File: src/rtl/emscripten_dom_vk_pkg.sv
// ---------------------------------------------------------------------------
// emscripten_dom_vk_pkg
// Shared definitions for the DOM key-name to virtual-key-code converter:
//   - state_t        : controller states
//   - VK_PREFIX      : the mandatory "DOM_VK_" name prefix
//   - DOM_VK_*       : virtual key codes held in the named-key table
//   - ROM_DEPTH      : number of named-key table entries
//   - MAX_NAME_LEN   : longest suffix (after the prefix) that is buffered
//   - small ASCII helpers used by the digit / letter classification
// ---------------------------------------------------------------------------
package emscripten_dom_vk_pkg;

  localparam int ROM_DEPTH    = 16;
  localparam int MAX_NAME_LEN = 16;
  localparam int PREFIX_LEN   = 7;

  typedef enum logic [2:0] {
    IDLE     = 3'd0,
    PREFIX   = 3'd1,
    SUFFIX   = 3'd2,
    DRAIN    = 3'd3,
    CLASSIFY = 3'd4,
    SCAN     = 3'd5,
    DONE     = 3'd6
  } state_t;

  // Suffix bytes, element 0 is the first character after the prefix.
  typedef logic [MAX_NAME_LEN-1:0][7:0] name_t;

  localparam logic [8*PREFIX_LEN-1:0] VK_PREFIX  = "DOM_VK_";
  localparam logic [47:0]             NUMPAD_STR = "NUMPAD";

  localparam logic [31:0] DOM_VK_RETURN     = 32'h0000_000D;
  localparam logic [31:0] DOM_VK_ESCAPE     = 32'h0000_001B;
  localparam logic [31:0] DOM_VK_SPACE      = 32'h0000_0020;
  localparam logic [31:0] DOM_VK_TAB        = 32'h0000_0009;
  localparam logic [31:0] DOM_VK_BACK_SPACE = 32'h0000_0008;
  localparam logic [31:0] DOM_VK_SHIFT      = 32'h0000_0010;
  localparam logic [31:0] DOM_VK_CONTROL    = 32'h0000_0011;
  localparam logic [31:0] DOM_VK_ALT        = 32'h0000_0012;
  localparam logic [31:0] DOM_VK_LEFT       = 32'h0000_0025;
  localparam logic [31:0] DOM_VK_UP         = 32'h0000_0026;
  localparam logic [31:0] DOM_VK_RIGHT      = 32'h0000_0027;
  localparam logic [31:0] DOM_VK_DOWN       = 32'h0000_0028;
  localparam logic [31:0] DOM_VK_INSERT     = 32'h0000_002D;
  localparam logic [31:0] DOM_VK_DELETE     = 32'h0000_002E;
  localparam logic [31:0] DOM_VK_HOME       = 32'h0000_0024;
  localparam logic [31:0] DOM_VK_END        = 32'h0000_0023;

  // Expected prefix character at position idx (0..6).
  function automatic logic [7:0] prefix_char(input logic [2:0] idx);
    case (idx)
      3'd0:    prefix_char = "D";
      3'd1:    prefix_char = "O";
      3'd2:    prefix_char = "M";
      3'd3:    prefix_char = "_";
      3'd4:    prefix_char = "V";
      3'd5:    prefix_char = "K";
      3'd6:    prefix_char = "_";
      default: prefix_char = 8'h00;
    endcase
  endfunction

  function automatic logic is_digit(input logic [7:0] b);
    is_digit = (b >= 8'h30) && (b <= 8'h39);
  endfunction

  function automatic logic is_upper(input logic [7:0] b);
    is_upper = (b >= 8'h41) && (b <= 8'h5A);
  endfunction

endpackage

File: src/rtl/emscripten_dom_vk_name_rom.sv
// ---------------------------------------------------------------------------
// emscripten_dom_vk_name_rom
// Combinational table of named DOM keys (suffix after "DOM_VK_").
//   index : entry select, 0..15
//   name  : suffix bytes, name[0] is the first character, zero padded
//   len   : number of valid bytes in name
//   code  : DOM virtual key code of the entry
// ---------------------------------------------------------------------------
module emscripten_dom_vk_name_rom
  import emscripten_dom_vk_pkg::*;
(
  input  logic [3:0]  index,
  output name_t       name,
  output logic [4:0]  len,
  output logic [31:0] code
);

  // Names are stored left-aligned: the first character sits in the top byte
  // and the tail is zero padded to the full buffer width.
  logic [8*MAX_NAME_LEN-1:0] text;

  always_comb begin
    text = '0;
    len  = '0;
    code = '0;
    case (index)
      4'd0:  begin text = {"RETURN",     80'd0};  len = 5'd6;  code = DOM_VK_RETURN;     end
      4'd1:  begin text = {"ESCAPE",     80'd0};  len = 5'd6;  code = DOM_VK_ESCAPE;     end
      4'd2:  begin text = {"SPACE",      88'd0};  len = 5'd5;  code = DOM_VK_SPACE;      end
      4'd3:  begin text = {"TAB",        104'd0}; len = 5'd3;  code = DOM_VK_TAB;        end
      4'd4:  begin text = {"BACK_SPACE", 48'd0};  len = 5'd10; code = DOM_VK_BACK_SPACE; end
      4'd5:  begin text = {"SHIFT",      88'd0};  len = 5'd5;  code = DOM_VK_SHIFT;      end
      4'd6:  begin text = {"CONTROL",    72'd0};  len = 5'd7;  code = DOM_VK_CONTROL;    end
      4'd7:  begin text = {"ALT",        104'd0}; len = 5'd3;  code = DOM_VK_ALT;        end
      4'd8:  begin text = {"LEFT",       96'd0};  len = 5'd4;  code = DOM_VK_LEFT;       end
      4'd9:  begin text = {"UP",         112'd0}; len = 5'd2;  code = DOM_VK_UP;         end
      4'd10: begin text = {"RIGHT",      88'd0};  len = 5'd5;  code = DOM_VK_RIGHT;      end
      4'd11: begin text = {"DOWN",       96'd0};  len = 5'd4;  code = DOM_VK_DOWN;       end
      4'd12: begin text = {"INSERT",     80'd0};  len = 5'd6;  code = DOM_VK_INSERT;     end
      4'd13: begin text = {"DELETE",     80'd0};  len = 5'd6;  code = DOM_VK_DELETE;     end
      4'd14: begin text = {"HOME",       96'd0};  len = 5'd4;  code = DOM_VK_HOME;       end
      4'd15: begin text = {"END",        104'd0}; len = 5'd3;  code = DOM_VK_END;        end
      default: begin text = '0; len = '0; code = '0; end
    endcase
  end

  // Unpack left-aligned text into per-character bytes.
  generate
    for (genvar gi = 0; gi < MAX_NAME_LEN; gi++) begin : g_unpack
      assign name[gi] = text[8*(MAX_NAME_LEN-gi)-1 -: 8];
    end
  endgenerate

endmodule

File: src/rtl/emscripten_dom_string_to_vk.sv
// ---------------------------------------------------------------------------
// emscripten_dom_string_to_vk
// Converts a NUL-terminated "DOM_VK_<name>" string, streamed one byte per
// handshake, into its DOM virtual key code (0 when unknown or malformed).
//   clock, resetn  : clock and asynchronous active-low reset
//   start / busy   : call request / call in progress
//   char_valid, char_data, char_ready : name byte stream, 0x00 terminates
//   done / stall   : result valid / consumer not ready
//   returndata     : resulting key code, held while done && stall
// Flow: IDLE -> PREFIX -> SUFFIX (or DRAIN) -> CLASSIFY -> [SCAN] -> DONE.
// ---------------------------------------------------------------------------
module emscripten_dom_string_to_vk
  import emscripten_dom_vk_pkg::*;
(
  input  logic        clock,
  input  logic        resetn,
  input  logic        start,
  output logic        busy,
  input  logic        char_valid,
  input  logic [7:0]  char_data,
  output logic        char_ready,
  output logic        done,
  input  logic        stall,
  output logic [31:0] returndata
);

  state_t      state_reg;
  logic [2:0]  prefix_idx_reg;
  logic [4:0]  len_reg;
  logic        invalid_reg;
  logic [3:0]  scan_idx_reg;
  name_t       sfx_reg;
  logic        busy_reg;
  logic        done_reg;
  logic        char_ready_reg;
  logic [31:0] result_reg;

  // ------------------------------------------------------------------
  // Named-key table lookup, one entry per SCAN cycle
  // ------------------------------------------------------------------
  name_t       rom_name;
  logic [4:0]  rom_len;
  logic [31:0] rom_code;

  emscripten_dom_vk_name_rom u_rom (
    .index (scan_idx_reg),
    .name  (rom_name),
    .len   (rom_len),
    .code  (rom_code)
  );

  // Bytes past the stored length are stale from earlier calls, so they are
  // masked out of the compare rather than cleared at every start.
  logic [MAX_NAME_LEN-1:0] rom_byte_ok;
  generate
    for (genvar gi = 0; gi < MAX_NAME_LEN; gi++) begin : g_rom_cmp
      assign rom_byte_ok[gi] = (5'(gi) >= len_reg) || (sfx_reg[gi] == rom_name[gi]);
    end
  endgenerate

  logic rom_hit;
  assign rom_hit = (rom_len == len_reg) && (&rom_byte_ok);

  // ------------------------------------------------------------------
  // Direct (non-table) name classes
  // ------------------------------------------------------------------
  logic [5:0] numpad_eq;
  generate
    for (genvar gi = 0; gi < 6; gi++) begin : g_numpad_cmp
      assign numpad_eq[gi] = (sfx_reg[gi] == NUMPAD_STR[47-8*gi -: 8]);
    end
  endgenerate

  logic numpad_ok;
  assign numpad_ok = (len_reg == 5'd7) && (&numpad_eq) && is_digit(sfx_reg[6]);

  // F1..F9: one digit, not zero. F10..F24: leading '1' or '2', value <= 24.
  logic       f_one_ok;
  logic       f_two_ok;
  logic [7:0] f_two_val;

  assign f_two_val = (8'd10 * {4'd0, sfx_reg[1][3:0]}) + {4'd0, sfx_reg[2][3:0]};
  assign f_one_ok  = (len_reg == 5'd2) && (sfx_reg[0] == "F") &&
                     (sfx_reg[1] >= "1") && (sfx_reg[1] <= "9");
  assign f_two_ok  = (len_reg == 5'd3) && (sfx_reg[0] == "F") &&
                     ((sfx_reg[1] == "1") || (sfx_reg[1] == "2")) &&
                     is_digit(sfx_reg[2]) && (f_two_val <= 8'd24);

  logic        direct_hit;
  logic [31:0] direct_code;

  always_comb begin
    direct_hit  = 1'b0;
    direct_code = '0;
    if (invalid_reg || (len_reg == 5'd0)) begin
      direct_hit = 1'b1;
    end else if ((len_reg == 5'd1) && (is_upper(sfx_reg[0]) || is_digit(sfx_reg[0]))) begin
      direct_hit  = 1'b1;
      direct_code = {24'd0, sfx_reg[0]};
    end else if (f_one_ok) begin
      direct_hit  = 1'b1;
      direct_code = {24'd0, 8'h6F + {4'd0, sfx_reg[1][3:0]}};
    end else if (f_two_ok) begin
      direct_hit  = 1'b1;
      direct_code = {24'd0, 8'h6F + f_two_val};
    end else if (numpad_ok) begin
      direct_hit  = 1'b1;
      direct_code = {24'd0, 8'h60 + {4'd0, sfx_reg[6][3:0]}};
    end
  end

  // ------------------------------------------------------------------
  // Controller
  // ------------------------------------------------------------------
  always_ff @(posedge clock or negedge resetn) begin
    if (!resetn) begin
      state_reg      <= IDLE;
      prefix_idx_reg <= '0;
      len_reg        <= '0;
      invalid_reg    <= 1'b0;
      scan_idx_reg   <= '0;
      sfx_reg        <= '0;
      busy_reg       <= 1'b0;
      done_reg       <= 1'b0;
      char_ready_reg <= 1'b0;
      result_reg     <= '0;
    end else begin
      case (state_reg)
        IDLE: begin
          if (start) begin
            state_reg      <= PREFIX;
            prefix_idx_reg <= '0;
            len_reg        <= '0;
            invalid_reg    <= 1'b0;
            busy_reg       <= 1'b1;
            char_ready_reg <= 1'b1;
          end
        end

        PREFIX: begin
          if (char_valid) begin
            if (char_data == 8'h00) begin
              state_reg      <= CLASSIFY;
              invalid_reg    <= 1'b1;
              char_ready_reg <= 1'b0;
            end else if (char_data != prefix_char(prefix_idx_reg)) begin
              state_reg <= DRAIN;
            end else if (prefix_idx_reg == 3'(PREFIX_LEN-1)) begin
              state_reg <= SUFFIX;
              len_reg   <= '0;
            end else begin
              prefix_idx_reg <= prefix_idx_reg + 3'd1;
            end
          end
        end

        SUFFIX: begin
          if (char_valid) begin
            if (char_data == 8'h00) begin
              state_reg      <= CLASSIFY;
              char_ready_reg <= 1'b0;
            end else if (len_reg == 5'(MAX_NAME_LEN)) begin
              // Too long for any known name: swallow the rest.
              state_reg <= DRAIN;
            end else begin
              sfx_reg[len_reg[3:0]] <= char_data;
              len_reg               <= len_reg + 5'd1;
            end
          end
        end

        DRAIN: begin
          if (char_valid && (char_data == 8'h00)) begin
            state_reg      <= CLASSIFY;
            invalid_reg    <= 1'b1;
            char_ready_reg <= 1'b0;
          end
        end

        CLASSIFY: begin
          if (direct_hit) begin
            state_reg  <= DONE;
            result_reg <= direct_code;
            done_reg   <= 1'b1;
          end else begin
            state_reg    <= SCAN;
            scan_idx_reg <= '0;
          end
        end

        SCAN: begin
          if (rom_hit) begin
            state_reg  <= DONE;
            result_reg <= rom_code;
            done_reg   <= 1'b1;
          end else if (scan_idx_reg == 4'(ROM_DEPTH-1)) begin
            state_reg  <= DONE;
            result_reg <= '0;
            done_reg   <= 1'b1;
          end else begin
            scan_idx_reg <= scan_idx_reg + 4'd1;
          end
        end

        DONE: begin
          if (!stall) begin
            state_reg <= IDLE;
            done_reg  <= 1'b0;
            busy_reg  <= 1'b0;
          end
        end

        default: begin
          state_reg      <= IDLE;
          busy_reg       <= 1'b0;
          done_reg       <= 1'b0;
          char_ready_reg <= 1'b0;
        end
      endcase
    end
  end

  assign busy       = busy_reg;
  assign done       = done_reg;
  assign char_ready = char_ready_reg;
  assign returndata = result_reg;

endmodule

File: config.mk
export PLATFORM = sky130hd
export DESIGN_NAME = emscripten_dom_string_to_vk
export DESIGN_NICKNAME = d
export VERILOG_FILES = /design/src/rtl/emscripten_dom_vk_pkg.sv /design/src/rtl/emscripten_dom_vk_name_rom.sv /design/src/rtl/emscripten_dom_string_to_vk.sv
export SDC_FILE = /design/constraint.sdc
export NUM_CORES = 1
export LEC_CHECK = 0
export CORE_MARGIN = 4
export CORE_UTILIZATION = 35
export CTS_BUF_LIST = sky130_fd_sc_hd__clkbuf_8
export CTS_CLUSTER_DIAMETER = 60
export DETAILED_ROUTE_END_ITERATION = 10
export HOLD_SLACK_MARGIN = 0.1
export SYNTH_ARGS = -nofsm -noshare
export SYNTH_HDL_FRONTEND = slang
export SYNTH_SLANG_ARGS = --single-unit
File: constraint.sdc
create_clock -name clock -period 5.05 [get_ports clock]
set_input_delay 1.01 -clock clock [delete_from_list [all_inputs] [get_ports clock]]
set_output_delay 1.01 -clock clock [all_outputs]
set_load 0.02 [all_outputs]
; ---- Word-level counts from Yosys, hierarchy flattened
; Memories as Yosys holds them, arrays and structs flattened.
; Index checks and enable logic that the tools add are counted.
[word_totals]
rom_bits = 896
inputBits = 13
memories = 1
output_inout_bits = 35
register_bits = 179
word_cells = 265
[op_classes]
order_cmp = 29
bitwise_logic = 5
n_reduce_logical = 61
n_mul = 1
muxes = 70
eq_ne = 66
addsub = 7
[mem_list]
columns = name, words, width, rd, rd_ports_with_merged_regs, write_ports, line
row1 = (no name shown), 16, 56, 1, 0, 0, emscripten_dom_vk_name_rom.sv:26  ; case (index)
[ops]
columns = op, count
row1 = 128-bit bitwise mux, 1
row2 = 32-bit 2-to-1 mux, 4
row3 = 8-bit == test, 10
row4 = 8-bit 2-to-1 mux, 8
row5 = 32-bit case mux with 2 select lines, 1
row6 = "8-bit by 7-bit == test with 1-bit output, second input constant", 7
row7 = 3-bit 2-to-1 mux, 17
row8 = "8-bit == test, second input constant", 6
row9 = 7-bit case mux with 6 select lines, 1
row10 = "4-bit by 5-bit >= comparator with 1-bit output, first input constant", 8
row11 = 5-bit 2-to-1 mux, 8
row12 = 8-bit demux with 4-bit select, 1
row13 = "8-bit by 6-bit >= comparator with 1-bit output, second input constant", 4
row14 = "8-bit by 6-bit less-or-equal comparator with 1-bit output, second input constant", 4
row15 = "2-bit inequality test, second input constant", 16
row16 = 3-bit case mux with 7 select lines, 1
row17 = "3-bit by 5-bit >= comparator with 1-bit output, first input constant", 4
row18 = 1-bit logical OR, 19
row19 = "3-bit == test, second input constant", 6
row20 = 1-bit logical AND, 17
row21 = 1-bit 2-to-1 mux, 17
row22 = "7-bit by 4-bit adder with 8-bit output, first input constant", 2
row23 = "8-bit by 6-bit == test with 1-bit output, second input constant", 2
row24 = 16-bit AND reduction, 1
row25 = 48 further kinds, 74

; ---- Depth between registers and ports, before layout
[depth]
ltp_word = 11
ltp_mapped = 13

; ---- Hierarchy
; A second synthesis with hierarchy kept.
[hier_totals]
cells_unflattened = 1153
hier_area_um2 = 11691.2
[modules_own_cells]
columns = module, seq_area_each_um2, cells_each, instances, area_per_inst_um2
row1 = emscripten_dom_string_to_vk, 4479.3, 885, 1, 9885.7
row2 = emscripten_dom_vk_name_rom, 0.0, 268, 1, 1805.5

; ---- Least setup slack after synthesis
; Ideal clock, no wire load.
[synth_path]
path_type = register -> register
from = register scan_idx_reg[0]
to = register result_reg[0], in the netlist returndata[0]
synth_period_minus_slack_ns = 3.778
n_path_buf = 2
setup_slack_ns = 1.272
setup_ns = 0.125
path_stages_with_launch = 14
arrival_ns = 3.652
path_cell_list = dfrtp_1 clkbuf_1 inv_1 ha_1 and3b_1 buf_6 or4_1 a211o_1 a211oi_2 nand4_1 and4bb_1 o2111ai_4 a21oi_4 mux2_4
[synth_via]
elab_chain_cells = 7
[synth_lines]
columns = item, line
row1 = "start, declared", emscripten_dom_string_to_vk.sv:31  ; logic [3:0] scan_idx_reg;
row2 = "start signal, assigned", emscripten_dom_string_to_vk.sv:201  ; scan_idx_reg <= scan_idx_reg + 4'd1;
row3 = memory read 16 x 56 bit, n/a
row4 = 8-bit == test, emscripten_dom_string_to_vk.sv:57  ; assign rom_byte_ok[gi] = (5'(gi) >= len_reg) || (sfx_reg[gi] == rom_name[gi]);
row5 = 1-bit logical OR, emscripten_dom_string_to_vk.sv:57
row6 = 16-bit AND reduction, emscripten_dom_string_to_vk.sv:62  ; assign rom_hit = (rom_len == len_reg) && (&rom_byte_ok);
row7 = 1-bit logical AND, emscripten_dom_string_to_vk.sv:62
row8 = 3-bit inequality test (no source line) or 32-bit 2-to-1 mux (tied branches), n/a
row9 = 3-bit AND reduction (no source line) or 32-bit case mux with 2 select lines (tied branches), n/a
row10 = "end signal, assigned", emscripten_dom_string_to_vk.sv:183  ; result_reg <= direct_code;
row11 = "end signal, assigned", emscripten_dom_string_to_vk.sv:194  ; result_reg <= rom_code;
row12 = "end, declared", emscripten_dom_string_to_vk.sv:36  ; logic [31:0] result_reg;
; Several ways; a longest one is shown, not always the timed one.
; A chain may end at the register's enable or synchronous reset.

; ---- Worst setup path in the final report
[layout_path]
from = register scan_idx_reg[0]
to = register result_reg[7], in the netlist returndata[7]
; Same word-level chain as after synthesis.

==> results_dict.tcl <==
set metrics [dict create \
    crit_slowest_cell "dfrtp_1" \
    crit_start "scan_idx_reg[0]$_DFFE_PN0P_" \
    grt_pass1_vias 6870 \
    ys_seq_area_share_pct 40.0 \
    path_cells "inv_1, ha_1, inv_1, mux4_2, xnor2_1, nor3_1, nand4_1, nor4_2, o2111ai_4, a21oi_4, mux2_4" \
    start_kind "register" \
    grt_use_total_pct 17.6 \
    core_um2 25900 \
    status "finished, final reports clean" \
    drtIter0Drc 495 \
    dr.pass1.iters 7 \
    numClockSinks 147 \
    critPathTopFamily "multiplexers" \
    htreeDepth 4 \
    cp-end-kind "register" \
    drive_above_1_share_pct 20.6 \
    synth-edff-count 0 \
    relSlewSlack_pct 38.1 \
    hp-class "register to register" \
    die_width_um 170 \
    grt_pass1_wl_um 40000 \
    ys_seq_elements 147 \
    vias 7009 \
    hp-start "sfx_reg[56]$_DFFE_PN0P_" \
    drv_cap 0 \
    critPathMaxFanout 18 \
    crit_required_ns 5.40 \
    avgSynthCellArea_um2 10.2 \
    p_leak_nw 4.55 \
    cp.arrival_ns 4.60 \
    final_antenna_net_count 0 \
    post_drt_via_cell_ratio 5.55 \
    drv_slew 0 \
    insertion_delay_ns 0.46 \
    layout_commonest_cell "dfrtp_1" \
    routedWlPerCell_um 19.8 \
    setup_viol 0 \
    reg2reg_from "scan_idx_reg[0]$_DFFE_PN0P_" \
    clk_path_buf_depth 2 \
    tightest_slew_ns 0.928 \
    ir_drop_uv 209 \
    die_y_um 170 \
    cpMostUsedCell "inv_1" \
    finalCritPeriodShare_pct 84.2 \
    rsz0062_at_grt "no" \
    grt_max_degree 78 \
    yosys_most_used_dff "dfrtp_1" \
    synthCells 904 \
    io_pins 48 \
    port_buffers 23 \
    cts-resized-gates 0 \
    cts.clk_slew.worst_paths_ns 0.09 \
    setup_tns_ns 0 \
    dp.final_hpwl_um 17900 \
    area_growth_pct 9.33 \
    grt_antenna_before_repair 0 \
    dieArea_um2 28900 \
    ys_warn_count 0 \
    path_buf_inv 2 \
    layout_common_cells "dfrtp_1 (147), mux2_2 (114), nand2_1 (69), nor2_1 (51), o21ai_0 (45)" \
    max_freq_mhz 235 \
    cts_setup_buffers 0 \
    power_mw 5.38 \
    largest_reg_flops 120 \
    fin_worst_skew_ns 0.0121 \
    start_util_pct 35.4 \
    fin_crit_ns 4.25 \
    cpPeakStageDelay_ns 0.70 \
    nets 961 \
    num_antenna_cells 0 \
    cts_tree "built" \
    drc 0 \
    hold_buffers 0 \
    power_density_nw_per_um2 536 \
    fin_hold_ws_ns 0.509 \
    finalWirelength_um 25000 \
    rows 59 \
    synth_area_um2 9190 \
    numCtsBuffers 17 \
    yosysUniqueCellTypes 73 \
    hold_viol 0 \
    async_flop_share_pct 100 \
    grt_overflow 0 \
    critPathKind "register to register" \
    cts-root-buf "clkbuf_8" \
    gp_congestion 0.947 \
]
==> metrics by stage <==
step                      area (um2)  cells  setup WS (ns)  utilization (%)
after floorplan                 9270    927           1.27                -
after global placement          9670   1231          0.911             37.3
after detailed placement        9670   1231          0.820             37.3
after CTS                      10000   1263          0.785             38.8
after global routing           10000   1263          0.523             38.8
final                          10000   1263          0.798             38.8
==> where the power goes <==
group | switching, mW | total [mW] | leakage, nW | internal (mW)
Clock | 0.515 | 0.884 | 0.192 | 0.370
Combinational | 1.49 | 2.62 | 2.36 | 1.13
Sequential | 0.440 | 1.88 | 1.99 | 1.44
==> worst register-to-register path, stage by stage (launching register included) <==
cell	delay [ns]
dfrtp_1	0.70
inv_1	0.27
ha_1	0.60
inv_1	0.11
mux4_2	0.47
xnor2_1	0.14
nor3_1	0.23
nand4_1	0.17
nor4_2	0.40
o2111ai_4	0.26
a21oi_4	0.44
mux2_4	0.34
==> logic make-up (layout without fill, tap and decap cells) <==
group                    after synthesis  in the layout  synth area share (%)
AO/OA/AOI/OAI                        181            181                  13.5
other                                  1             24                0.0408
multiplexers                         138            138                  17.4
adder cells (fa/ha/maj)               33             33                  4.66
XOR/XNOR                              41             41                  3.91
flip-flops                           147            147                  40.0
buffers and inverters                101            102                  5.35
AND/OR/NAND/NOR                      262            262                  15.1
==> cells in the mapped netlist, drive strengths merged (5+ instances only) <==
master	n	area [um2]
a211o	5	43.8
a211oi	8	65.1
a21o	7	52.6
a21oi	37	196
a31oi	11	68.8
a41oi	5	43.8
and3	7	43.8
buf	37	251
clkbuf	35	131
dfrtp	147	3680
ha	31	388
inv	29	109
mux2	121	1390
mux2i	14	140
nand2	69	259
nand2b	11	68.8
nand3	18	90.1
nand3b	5	37.5
nand4	15	93.8
nor2	51	191
nor2b	14	87.6
nor3	19	95.1
nor4	14	100
nor4b	5	43.8
o2111ai	5	61.3
o211ai	10	75.1
o21ai	45	225
o221ai	6	52.6
o31ai	5	37.5
or4	8	60.1
or4b	5	50.1
xnor2	29	254
xor2	12	105
==> final timing paths <==
path / endpoint / cells after the start / slack [ns]
worst min-delay path: sfx_reg[56]$_DFFE_PN0P_ / 1 / 0.51
max in group asynchronous: sfx_reg[55]$_DFFE_PN0P_ / 2 / 3.50
min in group asynchronous: sfx_reg[99]$_DFFE_PN0P_ / 1 / 0.56
worst max-delay path: returndata[7]$_DFFE_PN0P_ / 11 / 0.80
worst min register to register: sfx_reg[56]$_DFFE_PN0P_ / 1 / 0.51
worst max register to register: returndata[7]$_DFFE_PN0P_ / 11 / 0.80
==> layer usage <==
layer / GRT usage [%] / share of wire, % / routed length (um) / vias to the layer above
li1: - / - / - / 3274
met1: 25.6 / 47 / 11700 / 3503
met2: 27.3 / 46 / 11500 / 212
met3: 3.28 / 5.9 / 1480 / 20
met4: 3.99 / 1.2 / 299 / 0
met5: 0 / 0 / 0 / -
==> area by class of cell <==
type,instances,area [um2]
multi-input cells,679,5100
clock buffers,18,248
flip-flops and latches,147,3680
inverters,29,109
well taps,335,419
fillers,2554,15900
clock inverters,14,120
repair buffers,41,367
(Power assumes the default switching activity.)
